--- src/rtl/m_stage_pkg.sv ---
// Shared definitions for the m_stage merge stage: packet size, default
// synchronizer depth, FSM state encoding, source identifiers and the
// round-robin selection rule.
package m_stage_pkg;

  // Packet width shared by all stages of the pipeline.
  localparam int M_PACK_SIZE = 38;

  // Default number of flops on each asynchronous handshake input.
  localparam int M_SYNC_DEPTH = 2;

  // Merge FSM states.
  typedef enum logic [1:0] {
    ST_IDLE    = 2'b00,  // waiting for a synchronized request
    ST_IN_ACK  = 2'b01,  // granted source acknowledged, waiting for its release
    ST_OUT_REQ = 2'b10,  // request raised downstream, waiting for its ack
    ST_OUT_REL = 2'b11   // request dropped, waiting for downstream ack release
  } state_t;

  // Upstream source identifiers.
  typedef enum logic {
    SRC_A = 1'b0,
    SRC_B = 1'b1
  } src_t;

  // Round-robin choice between two active-high requests. A lone requester
  // always wins; on a tie the source that did not win last time wins.
  // Callers only use the result when at least one request is set.
  function automatic src_t rr_pick(input logic req_a, input logic req_b,
                                   input src_t last);
    src_t pick;
    if (req_a && req_b) begin
      pick = (last == SRC_A) ? SRC_B : SRC_A;
    end else if (req_a) begin
      pick = SRC_A;
    end else begin
      pick = SRC_B;
    end
    return pick;
  endfunction

endpackage

--- src/rtl/m_sync.sv ---
// Multi-flop synchronizer for one asynchronous, active-low handshake line.
// All flops reset to 1 so the line reads as idle while reset is applied
// and for SYNC cycles after it is released.
module m_sync #(
  parameter int SYNC = 2
) (
  input  logic clk,
  input  logic rst,
  input  logic d,
  output logic q
);

  logic [SYNC-1:0] chain;

  // Shift the raw line through SYNC flops; bit 0 is the first stage.
  // NOTE: sequential state is written with non-blocking assignments so every
  // flop samples its input before any of them updates on the same edge.
  always_ff @(posedge clk or posedge rst) begin
    if (rst) begin
      chain <= '1;
    end else begin
      chain <= (chain << 1) | SYNC'(d);
    end
  end

  assign q = chain[SYNC-1];

endmodule

--- src/rtl/m_stage.sv ---
// Two-into-one merge stage for 4-phase active-low bundled-data handshakes.
// Requests from sources A and B and the downstream acknowledge are
// synchronized; a round-robin arbiter picks one source, its packet is
// registered onto PACKET_OUT and forwarded downstream.
module m_stage
  import m_stage_pkg::*;
#(
  parameter int PW   = M_PACK_SIZE,
  parameter int SYNC = M_SYNC_DEPTH
) (
  input  logic          CLK,
  input  logic          MR,
  input  logic          Send_in_a,
  output logic          Ack_out_a,
  input  logic [PW-1:0] PACKET_IN_a,
  input  logic          Send_in_b,
  output logic          Ack_out_b,
  input  logic [PW-1:0] PACKET_IN_b,
  output logic          Send_out,
  input  logic          Ack_in,
  output logic [PW-1:0] PACKET_OUT
);

  // Synchronized handshake lines (active-low, 1 = idle).
  logic send_a_s;
  logic send_b_s;
  logic ack_s;

  m_sync #(.SYNC(SYNC)) u_sync_a (
    .clk (CLK),
    .rst (MR),
    .d   (Send_in_a),
    .q   (send_a_s)
  );

  m_sync #(.SYNC(SYNC)) u_sync_b (
    .clk (CLK),
    .rst (MR),
    .d   (Send_in_b),
    .q   (send_b_s)
  );

  m_sync #(.SYNC(SYNC)) u_sync_ack (
    .clk (CLK),
    .rst (MR),
    .d   (Ack_in),
    .q   (ack_s)
  );

  // Registered state and outputs.
  state_t        state,      state_nxt;
  src_t          grant,      grant_nxt;
  src_t          last_grant, last_grant_nxt;
  logic          ack_a,      ack_a_nxt;
  logic          ack_b,      ack_b_nxt;
  logic          send,       send_nxt;
  logic [PW-1:0] packet,     packet_nxt;

  // Combinational helpers.
  logic req_a;
  logic req_b;
  logic granted_released;
  logic idle_eval;
  src_t pick;

  assign req_a            = ~send_a_s;
  assign req_b            = ~send_b_s;
  assign granted_released = (grant == SRC_A) ? send_a_s : send_b_s;

  // State register and registered handshake/data outputs.
  // NOTE: the packet register is reset like the control flops so PACKET_OUT
  // reads a defined zero after reset rather than stale data.
  always_ff @(posedge CLK or posedge MR) begin
    if (MR) begin
      state      <= ST_IDLE;
      grant      <= SRC_A;
      last_grant <= SRC_B;
      ack_a      <= 1'b1;
      ack_b      <= 1'b1;
      send       <= 1'b1;
      packet     <= '0;
    end else begin
      state      <= state_nxt;
      grant      <= grant_nxt;
      last_grant <= last_grant_nxt;
      ack_a      <= ack_a_nxt;
      ack_b      <= ack_b_nxt;
      send       <= send_nxt;
      packet     <= packet_nxt;
    end
  end

  // Next-state, arbitration and output-update logic.
  // NOTE: every variable gets its hold value first so no path leaves one
  // unassigned, which would otherwise infer a latch.
  always_comb begin
    state_nxt      = state;
    grant_nxt      = grant;
    last_grant_nxt = last_grant;
    ack_a_nxt      = ack_a;
    ack_b_nxt      = ack_b;
    send_nxt       = send;
    packet_nxt     = packet;
    idle_eval      = 1'b0;
    pick           = rr_pick(req_a, req_b, last_grant);

    case (state)
      ST_IDLE: begin
        idle_eval = 1'b1;
      end
      ST_IN_ACK: begin
        // Granted source has released its request: finish the upstream
        // handshake and offer the packet downstream.
        if (granted_released) begin
          ack_a_nxt = 1'b1;
          ack_b_nxt = 1'b1;
          send_nxt  = 1'b0;
          state_nxt = ST_OUT_REQ;
        end
      end
      ST_OUT_REQ: begin
        if (!ack_s) begin
          send_nxt  = 1'b1;
          state_nxt = ST_OUT_REL;
        end
      end
      ST_OUT_REL: begin
        // Downstream released: back to idle, and a waiting request may be
        // granted on this same edge.
        if (ack_s) begin
          state_nxt = ST_IDLE;
          idle_eval = 1'b1;
        end
      end
      default: begin
        state_nxt = ST_IDLE;
      end
    endcase

    // Grant one waiting source; the other source's acknowledge stays high.
    if (idle_eval && (req_a || req_b)) begin
      grant_nxt      = pick;
      last_grant_nxt = pick;
      state_nxt      = ST_IN_ACK;
      if (pick == SRC_A) begin
        packet_nxt = PACKET_IN_a;
        ack_a_nxt  = 1'b0;
      end else begin
        packet_nxt = PACKET_IN_b;
        ack_b_nxt  = 1'b0;
      end
    end
  end

  assign Ack_out_a  = ack_a;
  assign Ack_out_b  = ack_b;
  assign Send_out   = send;
  assign PACKET_OUT = packet;

endmodule
--- config.mk ---
export PLATFORM = sky130hd
export DESIGN_NAME = m_stage
export DESIGN_NICKNAME = d
export VERILOG_FILES = /design/src/rtl/m_stage_pkg.sv /design/src/rtl/m_sync.sv /design/src/rtl/m_stage.sv
export SDC_FILE = /design/constraint.sdc
export NUM_CORES = 1
export LEC_CHECK = 0
export ABC_AREA = 1
export BUFFER_PORTS_ARGS = -buffer_cell sky130_fd_sc_hd__buf_2
export CAP_MARGIN = 20
export CORE_MARGIN = 8
export CORE_UTILIZATION = 46
export CTS_CLUSTER_DIAMETER = 80
export DETAILED_ROUTE_END_ITERATION = 8
export GPL_TIMING_DRIVEN = 0
export PLACE_DENSITY_LB_ADDON = 0.25
export RECOVER_POWER = 100
export SETUP_SLACK_MARGIN = 0.02
export SLEW_MARGIN = 20
export SYNTH_ARGS = -nofsm -noshare
export SYNTH_HDL_FRONTEND = slang
export SYNTH_HIERARCHICAL = 1
export SYNTH_SLANG_ARGS = --single-unit
--- constraint.sdc ---
create_clock -name CLK -period 1.7 [get_ports CLK]
set_input_delay 0 -clock CLK [delete_from_list [all_inputs] [get_ports CLK]]
set_output_delay 0 -clock CLK [all_outputs]
set_load 0.02 [all_outputs]
==> qor.json, run 1 <==
{
  "detailedPlace.worstSlack": {"value": 32.6, "unit": "ps"},
  "via_count": {"value": 2526},
  "achievable-frequency": {"value": 0.636, "unit": "GHz"},
  "layout.cells.most_common_list": {"value": "sky130_fd_sc_hd__nand2_1 (170), sky130_fd_sc_hd__buf_2 (86), sky130_fd_sc_hd__inv_1 (53)"},
  "antenna_found_initial": {"value": 0},
  "hp-class": {"value": "primary input to flip-flop"},
  "clock_sink_count": {"value": 51},
  "clk-insertion-delay-late": {"value": 290, "unit": "ps"},
  "remaining_drc_errors": {"value": 0},
  "drv.max_cap_violation_count": {"value": 0},
  "synth.net_count": {"value": 433},
  "synth-seq-area-share": {"value": 50.3, "unit": "%"},
  "leakage": {"value": 2.01, "unit": "nW"},
  "cp_data_arrival_time": {"value": 1760, "unit": "ps"},
  "cp_data_required_time": {"value": 1890, "unit": "ps"},
  "drt-vias-per-instance": {"value": 4.48},
  "layout.core_utilization": {"value": 63.4, "unit": "%"},
  "detail_route.iter0.violations": {"value": 114},
  "timing.max_slew.rel_slack": {"value": 48.7, "unit": "%"},
  "final_power": {"value": 0.00571, "unit": "W"},
  "global_route.usage.total": {"value": 18.0, "unit": "%"},
  "h_tree_levels": {"value": 2},
  "drv_slew": {"value": 0},
  "detail_route.wl_per_cell": {"value": 12.8, "unit": "um"},
  "worstSetupPathType": {"value": "flip-flop to flip-flop"},
  "sort_of_element_at_the_end_of_the_critical_path": {"value": "flip-flop"},
  "die_area": {"value": 0.00821, "unit": "mm^2"},
  "post-synth-top-area-cell": {"value": "sky130_fd_sc_hd__dfrtp_1"},
  "final_min_period_over_clock_period": {"value": 92.4, "unit": "%"},
  "syn_area": {"value": 0.00256, "unit": "mm^2"},
  "detail-route-antenna-nets": {"value": 0},
  "synth_top_area_share": {"value": 40.1, "unit": "%"},
  "die_width": {"value": 90.6, "unit": "um"},
  "final-setup-viol-count": {"value": 0},
  "finish.net_count": {"value": 577},
  "worst_pin_slew": {"value": 769, "unit": "ps"},
  "clk_root_buffer_cell": {"value": "sky130_fd_sc_hd__clkbuf_8"},
  "critPathLaunchType": {"value": "flip-flop"},
  "run_status": {"value": "completed"},
  "worst_r2r_path_depth": {"value": 9},
  "syn-mean-instance-area": {"value": 7.38, "unit": "um^2"},
  "power-per-cell-area": {"value": 1660, "unit": "mW/mm^2"},
  "global_route_wire_length_before_repair": {"value": 12200, "unit": "um"},
  "std_cell_rows": {"value": 27},
  "fin_ws": {"value": 129, "unit": "ps"},
  "worst-path-max-fanout": {"value": 10},
  "peakVddDrop": {"value": 0.691, "unit": "mV"},
  "layout-drive-gt1-share": {"value": 23.6, "unit": "%"},
  "routed_wl": {"value": 7240, "unit": "um"},
  "gp_congestion": {"value": 0.796},
  "setup_repair_after_global_routing_missed_its_margin": {"value": "false"},
  "cts_made_buffers": {"value": 5},
  "synth_area_leaders": {"value": "sky130_fd_sc_hd__dfrtp_1 (40%), sky130_fd_sc_hd__nand2_1 (25%), sky130_fd_sc_hd__dfstp_2 (10%)"},
  "postLayoutCellArea": {"value": 0.00345, "unit": "mm^2"},
  "cts.reportedPaths.clkPinSlew": {"value": 90, "unit": "ps"},
  "postSynthRegisterBits": {"value": 51},
  "antenna_cells": {"value": 0},
  "final.setup_skew": {"value": 4.82, "unit": "ps"},
  "netlist-cell-type-count": {"value": 18},
  "core_region_area": {"value": 0.00544, "unit": "mm^2"},
  "first_global_vias": {"value": 2698},
  "dp_hpwl": {"value": 5560, "unit": "um"},
  "grt_overflow": {"value": 0},
  "final.setup.tns": {"value": 0, "unit": "ps"},
  "drt-pass1-iter-count": {"value": 4},
  "syn_inst": {"value": 347},
  "floorplan.io_pins": {"value": 122},
  "cts_max_path_buffers": {"value": 2},
  "finalCriticalPeriod": {"value": 1570, "unit": "ps"},
  "hold_viol": {"value": 0},
  "layout_commonest_cell": {"value": "sky130_fd_sc_hd__nand2_1"},
  "detailed_place.area": {"value": 0.00328, "unit": "mm^2"},
  "ys_warn_count": {"value": 6},
  "io_buffer_count": {"value": 121},
  "die_y": {"value": 90.6, "unit": "um"},
  "tritoncts_clock_tree": {"value": "built"},
  "initial_utilization": {"value": 47.1, "unit": "%"},
  "holdPathStages": {"value": 5},
  "grt_max_degree": {"value": 28},
  "syn_to_final_growth": {"value": 34.5, "unit": "%"}
}
==> registers in the layout (all words and copies together), names as in the netlist <==
name	cells
u_sync_a/chain	2
Send_out	1
u_sync_ack/chain	2
grant	1
PACKET_OUT	38
u_sync_b/chain	2
last_grant	1
Ack_out_a	1
Ack_out_b	1
state	2
==> report_power, final <==
group          leakage [nW]  switching [W]  total, W  internal, W
clock network        0.0395       0.000369  0.000662     0.000293
registers             0.614       0.000288   0.00208      0.00180
logic                  1.36        0.00201   0.00296     0.000957
total                  2.01        0.00266   0.00571      0.00305
==> stage by stage <==
step,instances,hold slack (ps)
finish,564,8.63
global route,564,11.4
CTS,560,0.100
detailed placement,541,57.7
global placement,540,59.6
floorplan,347,-88.5
==> critical path: stages (launching register included) <==
cell and delay, ps:
sky130_fd_sc_hd__dfrtp_2 420, sky130_fd_sc_hd__clkbuf_1 130, sky130_fd_sc_hd__ha_1 200, sky130_fd_sc_hd__nand2_1 90, sky130_fd_sc_hd__nand2_1 70, sky130_fd_sc_hd__nand2_2 120
sky130_fd_sc_hd__inv_2 70, sky130_fd_sc_hd__clkbuf_2 200, sky130_fd_sc_hd__nand2_1 120, sky130_fd_sc_hd__nand2_1 50
==> path summary, 6_finish.rpt <==
check | from | endpoint | slack (ps)
setup / recovery | state[1] | PACKET_OUT[35] | 130
hold / removal | PACKET_IN_b[18] | PACKET_OUT[18] | 9
setup reg to reg | state[1] | PACKET_OUT[35] | 130
hold reg to reg | u_sync_a/chain[0] | u_sync_a/chain[1] | 360
max in group asynchronous | MR | last_grant | 590
min in group asynchronous | MR | u_sync_a/chain[1] | 310
==> layout make-up <==
type	count	area [um^2]
inverters	54	203
flip-flops and latches	51	1290
fillers	522	1990
well taps	72	90.1
plain buffers	16	97.6
multi-input cells	226	976
clock buffers	8	80.1
repair buffers	137	709
==> logic make-up (layout without fill, tap and decap cells) <==
| kind of cell | after synthesis | count (layout) | share of synthesized area (%) |
|---|---|---|---|
| AOI/OAI and AO/OA | 44 | 44 | 9.14 |
| and+or+nand+nor | 177 | 177 | 26.4 |
| DFF | 51 | 51 | 50.3 |
| buffers and inverters | 70 | 215 | 11.7 |
| adders and majority gates | 5 | 5 | 2.44 |
==> what timing repair did <==
action                                  in CTS  in global routing
endpoints found under the setup margin       4                 41
hold buffers                                10                  1
pin swaps                                    0                  1
gates resized for setup                      0                  2
endpoints found under the hold margin       33                  1
cloned                                       0                  0
buffers inserted                             1                  3
==> synthesized netlist by cell type <==
cell and count:
sky130_fd_sc_hd__a21oi_1 2, sky130_fd_sc_hd__buf_2 8, sky130_fd_sc_hd__buf_4 1, sky130_fd_sc_hd__buf_6 3
sky130_fd_sc_hd__clkbuf_1 3, sky130_fd_sc_hd__clkbuf_2 1, sky130_fd_sc_hd__dfrtp_1 41, sky130_fd_sc_hd__dfstp_2 10
sky130_fd_sc_hd__ha_1 5, sky130_fd_sc_hd__inv_1 53, sky130_fd_sc_hd__inv_2 1, sky130_fd_sc_hd__nand2_1 170
sky130_fd_sc_hd__nand2_2 1, sky130_fd_sc_hd__nand3_1 5, sky130_fd_sc_hd__nand4_1 1, sky130_fd_sc_hd__o21ai_0 28
sky130_fd_sc_hd__o21ai_1 13, sky130_fd_sc_hd__o21bai_4 1
==> per-layer routing <==
metal	up-vias	track usage [%]	wire length [um]
met4	0	5.13	85
li1	1314	-	-
met1	1122	19.6	2960
met2	84	31.7	3650
met3	6	6.73	550
met5	-	0	0
Note: power is estimated with default switching activity, not from simulation.
==> run 2: changes to the inputs <==
Settings changed: PLACE_DENSITY set to 0.79, PLACE_DENSITY_LB_ADDON 0.25 to not set.
==> qor.json, run 2 (synthesized netlist as in run 1, its figures left out) <==
{
  "detail_route.iter0.violations": {"value": 76, "change": "was 114"},
  "floorplan.io_pins": {"value": 122, "change": "unchanged"},
  "cp_slowest_cell": {"value": "sky130_fd_sc_hd__dfrtp_1", "change": "was sky130_fd_sc_hd__dfrtp_2"},
  "core_region_area": {"value": 0.00544, "unit": "mm^2", "change": "unchanged"},
  "initial_utilization": {"value": 47.1, "unit": "%", "change": "unchanged"},
  "global_route_wire_length_before_repair": {"value": 12000, "unit": "um", "change": "was 12200 um"},
  "detail_route.wl_per_cell": {"value": 12.5, "unit": "um", "change": "was 12.8 um"},
  "remaining_drc_errors": {"value": 0, "change": "unchanged"},
  "grt_max_degree": {"value": 27, "change": "was 28"},
  "crit_top_cell": {"value": "sky130_fd_sc_hd__nand2_1", "change": "unchanged"},
  "grt_overflow": {"value": 0, "change": "unchanged"},
  "std_cell_rows": {"value": 27, "change": "unchanged"},
  "hp-class": {"value": "primary input to flip-flop", "change": "unchanged"},
  "clk_root_buffer_cell": {"value": "sky130_fd_sc_hd__clkbuf_8", "change": "unchanged"},
  "cpPeakStageDelay": {"value": 420, "unit": "ps", "change": "about the same"},
  "timing.max_slew.rel_slack": {"value": 28.8, "unit": "%", "change": "was 48.7%"},
  "global_route.usage.total": {"value": 17.4, "unit": "%", "change": "was 18.0%"},
  "cp_data_arrival_time": {"value": 1870, "unit": "ps", "change": "was 1760 ps"},
  "clk-insertion-delay-late": {"value": 290, "unit": "ps", "change": "about the same"},
  "final-setup-viol-count": {"value": 0, "change": "unchanged"},
  "cts.reportedPaths.clkPinSlew": {"value": 90, "unit": "ps", "change": "about the same"},
  "drv_slew": {"value": 0, "change": "unchanged"},
  "achievable-frequency": {"value": 0.607, "unit": "GHz", "change": "was 0.636 GHz"},
  "routed_wl": {"value": 7010, "unit": "um", "change": "was 7240 um"},
  "worst_pin_slew": {"value": 1070, "unit": "ps", "change": "was 769 ps"},
  "leakage": {"value": 2.00, "unit": "nW", "change": "was 2.01 nW"},
  "io_buffer_count": {"value": 121, "change": "unchanged"},
  "antenna_cells": {"value": 0, "change": "unchanged"},
  "worst-path-max-fanout": {"value": 10, "change": "unchanged"},
  "layout.core_utilization": {"value": 62.8, "unit": "%", "change": "was 63.4%"},
  "die_width": {"value": 90.6, "unit": "um", "change": "unchanged"},
  "detail-route-antenna-nets": {"value": 0, "change": "unchanged"},
  "antenna_found_initial": {"value": 0, "change": "unchanged"},
  "worstPathCellList": {"value": "inv_1, ha_1, a21oi_2, nand2_2, inv_2, buf_2, nand2_1, nand2_1", "change": "was clkbuf_1, ha_1, nand2_1, nand2_1, nand2_2, inv_2, clkbuf_2, nand2_1, nand2_1"},
  "drv.max_cap_violation_count": {"value": 0, "change": "unchanged"},
  "largest_register_ffs": {"value": 38, "change": "unchanged"},
  "die_area": {"value": 0.00821, "unit": "mm^2", "change": "unchanged"},
  "h_tree_levels": {"value": 2, "change": "unchanged"},
  "dp_hpwl": {"value": 5450, "unit": "um", "change": "was 5560 um"},
  "worstSetupPathType": {"value": "flip-flop to flip-flop", "change": "unchanged"},
  "placedCellCount": {"value": 541, "change": "unchanged"},
  "cp_data_required_time": {"value": 1930, "unit": "ps", "change": "was 1890 ps"},
  "sort_of_element_at_the_end_of_the_critical_path": {"value": "flip-flop", "change": "unchanged"},
  "first_global_vias": {"value": 2644, "change": "was 2698"},
  "peakVddDrop": {"value": 0.915, "unit": "mV", "change": "was 0.691 mV"},
  "layout-drive-gt1-share": {"value": 23.4, "unit": "%", "change": "was 23.6%"},
  "syn_to_final_growth": {"value": 33.5, "unit": "%", "change": "was 34.5%"},
  "tritoncts_clock_tree": {"value": "built", "change": "unchanged"},
  "finish.net_count": {"value": 573, "change": "was 577"},
  "run_status": {"value": "completed", "change": "unchanged"},
  "cts_max_path_buffers": {"value": 2, "change": "unchanged"},
  "final.setup_skew": {"value": 11.8, "unit": "ps", "change": "was 4.82 ps"},
  "drt-pass1-iter-count": {"value": 4, "change": "unchanged"},
  "gp_congestion": {"value": 0.822, "change": "was 0.796"},
  "critPathLaunchType": {"value": "flip-flop", "change": "unchanged"},
  "power-per-cell-area": {"value": 1660, "unit": "mW/mm^2", "change": "about the same"},
  "final_min_period_over_clock_period": {"value": 96.9, "unit": "%", "change": "was 92.4%"},
  "drt-vias-per-instance": {"value": 4.48, "change": "about the same"},
  "cts_made_buffers": {"value": 5, "change": "unchanged"},
  "critPathTopFamily": {"value": "buffers and inverters", "change": "was simple AND/OR/NAND/NOR gates"},
  "layout_commonest_cell": {"value": "sky130_fd_sc_hd__nand2_1", "change": "unchanged"},
  "clock_sink_count": {"value": 51, "change": "unchanged"},
  "hold_viol": {"value": 0, "change": "unchanged"},
  "finalCriticalPeriod": {"value": 1650, "unit": "ps", "change": "was 1570 ps"},
  "fillerInstances": {"value": 513, "change": "was 522"},
  "layout.cells.most_common_list": {"value": "sky130_fd_sc_hd__nand2_1 (170), sky130_fd_sc_hd__buf_2 (83), sky130_fd_sc_hd__inv_1 (53)", "change": "was sky130_fd_sc_hd__nand2_1 (170), sky130_fd_sc_hd__buf_2 (86), sky130_fd_sc_hd__inv_1 (53)"},
  "stdcell_count": {"value": 560, "change": "was 564"},
  "final.setup.tns": {"value": 0, "unit": "ps", "change": "unchanged"},
  "via_count": {"value": 2507, "change": "was 2526"},
  "cp_num_buf_inv": {"value": 3, "change": "unchanged"},
  "die_y": {"value": 90.6, "unit": "um", "change": "unchanged"}
}
==> run 2: cell types whose count changed in the layout (fill, tap and decap cells not counted), sizes merged <==
| cell | delta |
|---|---|
| clkbuf | +3 |
| dlygate4sd3 | -4 |
| buf | -4 |
| clkinv | +1 |
==> run 2: metrics by stage <==
| stage | worst slack [ps] | total power [W] | hold WS (ps) | area [um^2] |
|---|---|---|---|---|
| after detailed placement | 12.0 | 0.00510 | 71.3 | 3280 |
| after global routing | -7.70 | 0.00622 | 20.8 | 3420 |
| final | 53.5 | 0.00569 | 3.47 | 3420 |
| after global placement | 35.3 | 0.00499 | 57.4 | 3260 |
| after floorplan | 260 | 0.00408 | -88.5 | 2560 |
| after CTS | 47.4 | 0.00581 | 0.519 | 3450 |
==> run 2: final timing paths <==
path | startpoint | end | slack (ps) | cells past startpoint
setup / recovery | state[0] | PACKET_OUT[3] | 50 | 8
hold / removal | PACKET_IN_b[8] | PACKET_OUT[8] | 3 | 5
setup reg to reg | state[0] | PACKET_OUT[3] | 50 | 8
hold reg to reg | u_sync_a/chain[0] | u_sync_a/chain[1] | 360 | 0
max in group asynchronous | MR | PACKET_OUT[21] | 480 | 3
min in group asynchronous | MR | u_sync_ack/chain[0] | 330 | 3
==> run 2: repair_timing <==
| item | in CTS | in global routing |
|---|---|---|
| gates resized for setup | 0 | 4 |
| pin swaps | 0 | 1 |
| hold buffers | 7 | 0 |
| hold endpoints to repair | 33 | 0 |
| buffers inserted | 2 | 2 |
| setup endpoints to repair | 6 | 41 |
==> run 2: cell type report <==
type | instances | area (um^2) | area share [%]
plain buffers | 16 | 106 | 3.11
well taps | 72 | 90.1 | 2.64
clock buffers | 7 | 76.3 | 2.23
inverters | 54 | 203 | 5.93
repair buffers | 133 | 673 | 19.7
clock inverters | 1 | 5.00 | 0.146
multi-input cells | 226 | 976 | 28.6
flip-flops and latches | 51 | 1290 | 37.7
==> run 2: metal layers <==
| metal | up-vias | routed length [um] | GRT usage [%] |
|---|---|---|---|
| met3 | 11 | 410 | 4.57 |
| met2 | 77 | 3640 | 30.7 |
| met5 | - | 0 | 0 |
| li1 | 1310 | - | - |
| met4 | 0 | 126 | 5.55 |
| met1 | 1109 | 2840 | 19.9 |
==> run 2: where the power goes <==
group          internal [W]  leakage (nW)  switching [W]
registers           0.00179         0.614       0.000293
clock network      0.000289        0.0422       0.000358
logic              0.000962          1.35        0.00199
total               0.00305          2.00        0.00264
==> run 2: worst register-to-register path, stage by stage, from the launching register on <==
cell                      delay (ps)
sky130_fd_sc_hd__dfrtp_1         420
sky130_fd_sc_hd__inv_1           100
sky130_fd_sc_hd__ha_1            330
sky130_fd_sc_hd__a21oi_2         130
sky130_fd_sc_hd__nand2_2         130
sky130_fd_sc_hd__inv_2           110
sky130_fd_sc_hd__buf_2           230
sky130_fd_sc_hd__nand2_1          80
sky130_fd_sc_hd__nand2_1          50
==> run 3: changes to the inputs <==
Settings changed: CORE_MARGIN 8 to 4.
==> qor.json, run 3 (synthesized netlist as in run 1, its figures left out) <==
{
  "drv.max_cap_violation_count": {"value": 0, "change": "unchanged"},
  "gp_congestion": {"value": 0.783, "change": "was 0.822"},
  "holdPathStages": {"value": 5, "change": "unchanged"},
  "layout_commonest_cell": {"value": "sky130_fd_sc_hd__nand2_1", "change": "unchanged"},
  "cts_made_buffers": {"value": 5, "change": "unchanged"},
  "cp_data_arrival_time": {"value": 1740, "unit": "ps", "change": "was 1870 ps"},
  "routed_wl": {"value": 6600, "unit": "um", "change": "was 7010 um"},
  "switching_power": {"value": 0.00265, "unit": "W", "change": "was 0.00264 W"},
  "leakage": {"value": 2.05, "unit": "nW", "change": "was 2.00 nW"},
  "cell_internal_pwr": {"value": 0.00325, "unit": "W", "change": "was 0.00305 W"},
  "detail-route-antenna-nets": {"value": 0, "change": "unchanged"},
  "global_route_wire_length_before_repair": {"value": 10200, "unit": "um", "change": "was 12000 um"},
  "critPathLaunchType": {"value": "flip-flop", "change": "unchanged"},
  "achievable-frequency": {"value": 0.647, "unit": "GHz", "change": "was 0.607 GHz"},
  "detail_route.iter0.violations": {"value": 68, "change": "was 76"},
  "cts_max_path_buffers": {"value": 2, "change": "unchanged"},
  "floorplan.io_pins": {"value": 122, "change": "unchanged"},
  "detail_route.wl_per_cell": {"value": 11.7, "unit": "um", "change": "was 12.5 um"},
  "std_cell_rows": {"value": 26, "change": "was 27"},
  "setup_repair_after_global_routing_missed_its_margin": {"value": "false"},
  "worst-path-max-fanout": {"value": 10, "change": "unchanged"},
  "final.setup_skew": {"value": 5.00, "unit": "ps", "change": "was 11.8 ps"},
  "die_area": {"value": 0.00683, "unit": "mm^2", "change": "was 0.00821 mm^2"},
  "drt-pass1-iter-count": {"value": 4, "change": "unchanged"},
  "remaining_drc_errors": {"value": 0, "change": "unchanged"},
  "io_buffer_count": {"value": 121, "change": "unchanged"},
  "share_comb_of_total_power": {"value": 49.9, "unit": "%", "change": "was 51.9%"},
  "worstSetupPathType": {"value": "flip-flop to flip-flop", "change": "unchanged"},
  "grt_overflow": {"value": 0, "change": "unchanged"},
  "antenna_cells": {"value": 0, "change": "unchanged"},
  "drt-vias-per-instance": {"value": 4.47, "change": "was 4.48"},
  "peakVddDrop": {"value": 0.852, "unit": "mV", "change": "was 0.915 mV"},
  "finish.net_count": {"value": 580, "change": "was 573"},
  "final_min_period_over_clock_period": {"value": 91.0, "unit": "%", "change": "was 96.9%"},
  "clk_root_buffer_cell": {"value": "sky130_fd_sc_hd__clkbuf_8", "change": "unchanged"},
  "tritoncts_clock_tree": {"value": "built", "change": "unchanged"},
  "run_status": {"value": "completed", "change": "unchanged"},
  "hold_viol": {"value": 0, "change": "unchanged"},
  "antenna_found_initial": {"value": 0, "change": "unchanged"},
  "sequentialPowerShare": {"value": 35.6, "unit": "%", "change": "was 36.7%"},
  "layout.cells.most_common_list": {"value": "sky130_fd_sc_hd__nand2_1 (170), sky130_fd_sc_hd__buf_2 (84), sky130_fd_sc_hd__inv_1 (53)", "change": "was sky130_fd_sc_hd__nand2_1 (170), sky130_fd_sc_hd__buf_2 (83), sky130_fd_sc_hd__inv_1 (53)"},
  "final-setup-viol-count": {"value": 0, "change": "unchanged"},
  "global_route.usage.total": {"value": 19.7, "unit": "%", "change": "was 17.4%"},
  "die_width": {"value": 82.6, "unit": "um", "change": "was 90.6 um"},
  "core_region_area": {"value": 0.00524, "unit": "mm^2", "change": "was 0.00544 mm^2"},
  "first_global_vias": {"value": 2310, "change": "was 2644"},
  "dp_hpwl": {"value": 5010, "unit": "um", "change": "was 5450 um"},
  "timing.max_slew.rel_slack": {"value": 45.1, "unit": "%", "change": "was 28.8%"},
  "syn_to_final_growth": {"value": 37.1, "unit": "%", "change": "was 33.5%"},
  "power.share.switching": {"value": 44.9, "unit": "%", "change": "was 46.5%"},
  "postLayoutCellArea": {"value": 0.00351, "unit": "mm^2", "change": "was 0.00342 mm^2"},
  "cp_data_required_time": {"value": 1890, "unit": "ps", "change": "was 1930 ps"},
  "via_count": {"value": 2527, "change": "was 2507"},
  "fin_ws": {"value": 154, "unit": "ps", "change": "was 53.5 ps"},
  "cts.reportedPaths.clkPinSlew": {"value": 90, "unit": "ps", "change": "about the same"},
  "holdWs": {"value": 2.23, "unit": "ps", "change": "was 3.47 ps"},
  "timing.hold.worst_endpoint": {"value": "PACKET_OUT[7]", "change": "was PACKET_OUT[8]"},
  "power-per-cell-area": {"value": 1680, "unit": "mW/mm^2", "change": "was 1660 mW/mm^2"},
  "clkPwrFrac": {"value": 14.5, "unit": "%", "change": "was 11.4%"},
  "clock_sink_count": {"value": 51, "change": "unchanged"},
  "hp-class": {"value": "primary input to flip-flop", "change": "unchanged"},
  "crit-reg2reg-capture": {"value": "grant", "change": "was PACKET_OUT[3]"},
  "layout-drive-gt1-share": {"value": 24.2, "unit": "%", "change": "was 23.4%"},
  "largest_register_ffs": {"value": 38, "change": "unchanged"},
  "grt_max_degree": {"value": 26, "change": "was 27"},
  "die_y": {"value": 82.6, "unit": "um", "change": "was 90.6 um"},
  "final.setup.tns": {"value": 0, "unit": "ps", "change": "unchanged"},
  "drv_slew": {"value": 0, "change": "unchanged"},
  "sort_of_element_at_the_end_of_the_critical_path": {"value": "flip-flop", "change": "unchanged"},
  "worst_pin_slew": {"value": 823, "unit": "ps", "change": "was 1070 ps"},
  "timing.hold.worst.start": {"value": "PACKET_IN_b[7]", "change": "was PACKET_IN_b[8]"},
  "detailedPlace.worstSlack": {"value": 52.8, "unit": "ps", "change": "was 12.0 ps"},
  "reg_to_reg_startpoint": {"value": "state[1]", "change": "was state[0]"},
  "detailed_place.area": {"value": 0.00327, "unit": "mm^2", "change": "was 0.00328 mm^2"},
  "clk-insertion-delay-late": {"value": 300, "unit": "ps", "change": "was 290 ps"},
  "rrSetupSlack": {"value": 150, "unit": "ps", "change": "was 50 ps"},
  "h_tree_levels": {"value": 2, "change": "unchanged"},
  "initial_utilization": {"value": 48.9, "unit": "%", "change": "was 47.1%"},
  "finalCriticalPeriod": {"value": 1550, "unit": "ps", "change": "was 1650 ps"},
  "worst_r2r_path_depth": {"value": 9, "change": "was 8"}
}
-- run 3: area by class of cell --
type                            instances  area (um^2)
Inverter                               54          203
Multi-Input combinational cell        226          976
Clock inverter                          2         35.0
Clock buffer                            6         82.6
Sequential cell                        51         1290
Fill cell                             497         1730
Buffer                                 16         97.6
Tap cell                               70         87.6
Timing Repair Buffer                  140          739
-- run 3: worst max-delay path by stage --
stage                     startpoint             end  cells past startpoint
after floorplan             state[0]       Ack_out_b                      9
after global placement            MR  PACKET_OUT[22]                      2
after detailed placement    state[0]  PACKET_OUT[34]                      8
after CTS                   state[0]  PACKET_OUT[34]                      8
after global routing        state[1]        state[0]                      8
final                       state[1]           grant                      9
-- run 3: timing repair --
| action | 4_1_cts | 5_1_grt |
|---|---|---|
| gates resized for setup | 0 | 2 |
| endpoints found under the hold margin | 38 | 0 |
| endpoints found under the setup margin | 0 | 41 |
| hold buffers | 13 | 0 |
| buffers inserted | 0 | 5 |
-- run 3: critical path, cell delays in order (launching register included) --
cell and delay (ps):
sky130_fd_sc_hd__dfrtp_1 400, sky130_fd_sc_hd__clkbuf_4 150, sky130_fd_sc_hd__ha_1 180, sky130_fd_sc_hd__nand2_1 90, sky130_fd_sc_hd__nand2_1 70, sky130_fd_sc_hd__nand2_2 140, sky130_fd_sc_hd__inv_2 60, sky130_fd_sc_hd__buf_4 170
sky130_fd_sc_hd__nand2_1 100, sky130_fd_sc_hd__o21ai_1 70
-- run 3: metal layers --
metal | wire length, um | global-route usage, % | vias to the layer above
met1 | 2850 | 24.1 | 1105
met5 | 0 | 0 | -
met3 | 539 | 4.23 | 8
met4 | 88 | 6.37 | 0
met2 | 3120 | 34.5 | 89
li1 | - | - | 1325
-- run 3: power by group through the flow --
stage	sequential [W]	combinational (W)	clock (W)
2_1_floorplan	0.00265	0.00143	0
3_5_place_dp	0.00210	0.00298	0
3_3_place_gp	0.00209	0.00288	0
5_1_grt	0.00216	0.00333	0.000923
4_1_cts	0.00210	0.00299	0.000874
6_report	0.00210	0.00294	0.000858
-- run 3: per-stage QoR --
stage	utilization (%)	total power, W	instances
after floorplan	-	0.00408	347
after global placement	62.1	0.00497	538
after detailed placement	62.5	0.00508	539
after CTS	67.2	0.00597	560
after global routing	67.0	0.00641	565
final	67.0	0.00590	565
